===== config.mk =====
export PLATFORM = sky130hd
export DESIGN_NAME = bus_dec
export DESIGN_NICKNAME = d
export VERILOG_FILES = /design/src/rtl/bus_dec.sv
export SDC_FILE = /design/constraint.sdc
export NUM_CORES = 1
export LEC_CHECK = 0
export ABC_AREA = 1
export CAP_MARGIN = 10
export CORE_AREA = 2 2 139 141
export CTS_CLUSTER_DIAMETER = 60
export CTS_CLUSTER_SIZE = 12
export DETAILED_ROUTE_END_ITERATION = 8
export DIE_AREA = 0 0 141 143
export PLACE_DENSITY = 0.48
export SLEW_MARGIN = 20
export SYNTH_ARGS = -nofsm -noshare
export SYNTH_HDL_FRONTEND = slang
export SYNTH_SLANG_ARGS = --single-unit

===== constraint.sdc =====
create_clock -name clk -period 1.4 [get_ports clk]
set_clock_uncertainty 0.05 [all_clocks]
set_input_delay 0.28 -clock clk [delete_from_list [all_inputs] [get_ports clk]]
set_output_delay 0.28 -clock clk [all_outputs]
set_load 0.03 [all_outputs]

===== src/rtl/bus_dec.sv =====
// ---------------------------------------------------------------------------
// bus_dec -- CPU bus address decoder and response multiplexer
//
// Decodes the master word address against NUM_SLV base/mask pairs, strobes
// the lowest-index matching slave and returns its read data and acknowledge
// with zero added latency. Accesses to unmapped addresses, and accesses that
// a slave fails to acknowledge within TMO_CYC cycles, are terminated with an
// error acknowledge (bus_ack & bus_err) so the CPU never hangs.
//
// State table:
//   state  | meaning
//   IDLE   | no access outstanding, new strobes are decoded here
//   BUSY   | selected slave has not yet acknowledged, timeout counter runs
//   ERR    | one-cycle error acknowledge to the master
//
// Ports:
//   clk, rst_n        system clock, async active-low reset
//   bus_stb/bus_addr  master strobe and word address
//   bus_din           read data to master (0 when nothing selected / error)
//   bus_ack/bus_err   acknowledge and error qualifier to master
//   slv_stb           one-hot slave strobes
//   slv_dout/slv_ack  packed slave read data and slave acknowledges
//   err_clr/err_irq   clear pulse and sticky bus-error interrupt
//   err_addr          address of the most recent errored access
//
// Build option: define BUS_DEC_ERRADDR_EN to build the err_addr capture
// register; otherwise err_addr is tied to 0.
// ---------------------------------------------------------------------------
module bus_dec #(
    parameter int                     NUM_SLV  = 8,
    parameter int                     AW       = 22,
    parameter logic [NUM_SLV*AW-1:0]  SLV_BASE = '0,
    parameter logic [NUM_SLV*AW-1:0]  SLV_MASK = '0,
    parameter int                     CNT_W    = 8,
    parameter int                     TMO_CYC  = 255
) (
    input  logic                    clk,
    input  logic                    rst_n,
    input  logic                    bus_stb,
    input  logic [AW-1:0]           bus_addr,
    output logic [31:0]             bus_din,
    output logic                    bus_ack,
    output logic                    bus_err,
    output logic [NUM_SLV-1:0]      slv_stb,
    input  logic [NUM_SLV*32-1:0]   slv_dout,
    input  logic [NUM_SLV-1:0]      slv_ack,
    input  logic                    err_clr,
    output logic                    err_irq,
    output logic [AW-1:0]           err_addr
);

    typedef enum logic [1:0] {
        S_IDLE = 2'd0,
        S_BUSY = 2'd1,
        S_ERR  = 2'd2
    } state_t;

    localparam logic [CNT_W-1:0] TMO_LAST = CNT_W'(TMO_CYC - 1);

    state_t             state_q, state_d;
    logic [CNT_W-1:0]   cnt_q, cnt_d;
    logic               err_irq_q, err_irq_d;

    logic [NUM_SLV-1:0] sel_oh;
    logic               hit;
    logic               ack_sel;
    logic [31:0]        din_sel;

    // Lowest-index match wins; the first hit blocks all higher slots.
    always_comb begin
        sel_oh = '0;
        hit    = 1'b0;
        for (int i = 0; i < NUM_SLV; i++) begin
            if (!hit && ((bus_addr & SLV_MASK[i*AW +: AW]) == SLV_BASE[i*AW +: AW])) begin
                sel_oh[i] = 1'b1;
                hit       = 1'b1;
            end
        end
    end

    // AND-OR response mux; sel_oh is one-hot or zero, so no priority needed.
    always_comb begin
        din_sel = '0;
        for (int i = 0; i < NUM_SLV; i++) begin
            din_sel = din_sel | (slv_dout[i*32 +: 32] & {32{sel_oh[i]}});
        end
        ack_sel = |(slv_ack & sel_oh);
    end

    always_comb begin
        state_d = state_q;
        cnt_d   = cnt_q;
        case (state_q)
            S_IDLE: begin
                cnt_d = '0;
                if (bus_stb) begin
                    if (!hit) begin
                        state_d = S_ERR;
                    end else if (!ack_sel) begin
                        state_d = S_BUSY;
                        cnt_d   = CNT_W'(1);
                    end
                end
            end
            S_BUSY: begin
                if (ack_sel || !bus_stb) begin
                    state_d = S_IDLE;
                    cnt_d   = '0;
                end else if (cnt_q == TMO_LAST) begin
                    state_d = S_ERR;
                    cnt_d   = '0;
                end else begin
                    cnt_d = cnt_q + 1'b1;
                end
            end
            S_ERR: begin
                state_d = S_IDLE;
                cnt_d   = '0;
            end
            default: begin
                state_d = S_IDLE;
                cnt_d   = '0;
            end
        endcase
    end

    // Set on entry to ERR dominates a simultaneous clear.
    assign err_irq_d = (state_d == S_ERR) | (err_irq_q & ~err_clr);

    always_ff @(posedge clk or negedge rst_n) begin
        if (!rst_n) begin
            state_q   <= S_IDLE;
            cnt_q     <= '0;
            err_irq_q <= 1'b0;
        end else begin
            state_q   <= state_d;
            cnt_q     <= cnt_d;
            err_irq_q <= err_irq_d;
        end
    end

`ifdef BUS_DEC_ERRADDR_EN
    logic [AW-1:0] err_addr_q;

    always_ff @(posedge clk or negedge rst_n) begin
        if (!rst_n) begin
            err_addr_q <= '0;
        end else if (state_d == S_ERR) begin
            err_addr_q <= bus_addr;
        end
    end

    assign err_addr = err_addr_q;
`else
    assign err_addr = '0;
`endif

    // Combinational outputs are gated with rst_n so that everything reads 0
    // while reset is held, even though the response path bypasses the flops.
    logic in_err;
    assign in_err  = (state_q == S_ERR);

    assign slv_stb = (rst_n && bus_stb && !in_err) ? sel_oh : '0;
    assign bus_ack = rst_n & (in_err | ack_sel);
    assign bus_err = rst_n & in_err;
    assign bus_din = (rst_n && !in_err) ? din_sel : 32'd0;
    assign err_irq = err_irq_q;

endmodule


==> metrics <==
EDFF count, synth 0; last weighted congestion value of the routability-driven placer 0.647; Buffers on Ports 72; FF-to-FF Start state_q[0]$_DFF_PN0_; Core Util, Final 0.115; via count 1119; main area contributors after synthesis dfrtp_1 25%, buf_4 20%, nor2_1 16%; hold crit path type in -> async; Synth Warn # 0; CTS Sinks 11; grt total ovfl 0; unrepaired setup endpoints after global routing yes; Design Area, Final 2130 sq um; largest net degree at the start of global routing 25; Pins Over Slew Limit 0; Cell Pwr Density 653 nW/um^2; TNS Setup -4980 ps; Distinct cells, synth 22; critical path class reg -> out; final hold violation count 0; post-synth top area share 0.249; Final ANT Viol Nets 0; die height 143 um; Post-synth top cells 46 x nor2_1, 38 x inv_1, 29 x buf_4; number of global-route vias before repair 973; H-tree Lvls 1; Critical Path RT 1070 ps; CTS Buf Count 3; placed insts 477; Ant. Diodes 0; # rows 50; Layout Nets 544; Crit-path slowest cell dfrtp_1; Core Area 18600 sq um; fill count 2125; most frequent CP cell nand2_4; CP peak stage delay 380 ps; Synth area leader dfrtp_1; crit-path max FO 24; Die Width 141 um; Post-Layout Cell Count 485; Worst-path clk slew 40 ps; post-synthesis sequential area ratio 0.249; drt total wl 3200 um; wire length per cell 6.59 um; Cell Area, Synth 1100 sq um; Initial DRC Count 21; final worst-path cycle share 1.12; failing checks negative setup slack; min Tclk post-route 1560 ps; status finished, violations left; Pre-antenna DRT Iters 4; CTS Root Cell clkbuf_16; Yosys reg bits 11; DP Area 1960 sq um; dominant synthesized flop cell dfrtp_1; Max Buffers Root-to-Sink 2; cell chain of the critical path inv_2 -> nand2_4 -> nand2_4 -> buf_12 -> nor2_1 -> buf_4; Post-Synthesis Cells 167; Post-DP HPWL 2660 um; Total Power 1390 uW; worst skew pair latency 240 ps; maximum resistive drop on vdd 0.000273 V; vias per cell 2.31; type of origin of the critical path flop; crit path from state_q[0]$_DFF_PN0_; asr flop ratio synth 1.00; endpoints failing setup 35; first-pass GRT wire length 4700 um; Max Cap Viol 0; antenna violations before repair 0; Worst EP arrival 1230 ps; CP endpoint kind output pin; GRT Overall Usage 0.0293; CTS tree built; final worst slack -165 ps; remaining routing DRC violations 0; most common cell in the netlist nor2_1; die area 20200 sq um; layout cells sized above 1 0.307; Peak Freq 639 MHz; leakage 0.00104 uW; post-synthesis area per instance 6.61 sq um; Area growth, synth to finish 93.1%; Initial Util 0.0594; I/O pins 355
final cells by class:
class                   count  area [sq um]  area share
clock buffers               4          78.8      0.0370
inverters                  39           146      0.0687
multi-input cells         113           582       0.273
flip-flops and latches     11           275       0.129
well taps                 234           293       0.137
repair buffers             84           756       0.355
final timing paths:
check	end	slack, ps	depth (start not counted)
max	bus_din[16]	-160	6
min	cnt_q[6]$_DFF_PN0_	160	2
max reg2reg	cnt_q[3]$_DFF_PN0_	40	8
min reg2reg	cnt_q[7]$_DFF_PN0_	500	2
max in group asynchronous	state_q[0]$_DFF_PN0_	920	3
min in group clk	cnt_q[7]$_DFF_PN0_	500	2
cells by family after synthesis:
| logic type | count (synthesis) | synth area share |
|---|---|---|
| and+or+nand+nor | 75 | 0.315 |
| buffers and inverters | 71 | 0.361 |
| DFF | 11 | 0.249 |
| AOI/OAI and AO/OA | 4 | 0.0249 |
| xor gates and xnor gates | 3 | 0.0238 |
| adders and majority gates | 2 | 0.0227 |
| other | 1 | 0.00340 |
placed cells by master, fill, tap and decap left out, types with 3 or more instances in the layout:
master,synthesis,layout
nor2_1,46,35
nand2_4,2,4
conb_1,1,29
buf_4,29,40
inv_1,38,38
dfrtp_1,11,11
nand3_1,8,8
nand2_1,7,7
clkdlybuf4s50_1,0,35
clkbuf_16,0,3
nor2_2,3,13
buf_6,3,6
nand2_2,5,3
critical path, delay by kind of cell, from the launching register on:
| kind | cells | cell delay [ps] |
|---|---|---|
| buffers and inverters | 3 | 410 |
| DFF | 1 | 380 |
| and+or+nand+nor | 3 | 190 |
layer usage:
layer,GRT usage,share of wire
met4,0.0142,0.017
met3,0.00872,0.071
met2,0.0485,0.51
met1,0.0349,0.40
met5,0,0
flip-flops by register name (all words and copies together), names as in the netlist:
name and flops:
cnt_q 8, err_irq 1, state_q 2
report_power, final:
part           internal (uW)  total [uW]  leakage [uW]  switching, uW
Clock                    383         536     0.0000382            152
Combinational            209         527      0.000846            319
Sequential               324         328      0.000152           3.89
Total                    916        1390       0.00104            475
per-stage QoR:
stage | hold WS, ps | worst slack [ps]
finish | 156 | -165
global route | 199 | -231
CTS | 178 | -173
detailed placement | 484 | -336
global placement | 485 | -337
floorplan | -65.6 | -55.0
timing repair:
| item | 4_1_cts | 5_1_grt |
|---|---|---|
| cloned | 0 | 0 |
| hold buffers | 0 | 0 |
| pin swaps | 1 | 3 |
| buffers inserted | 3 | 1 |
| setup endpoints to repair | 36 | 35 |
| resized for setup | 10 | 13 |
Note: power is estimated with default switching activity, not from simulation.
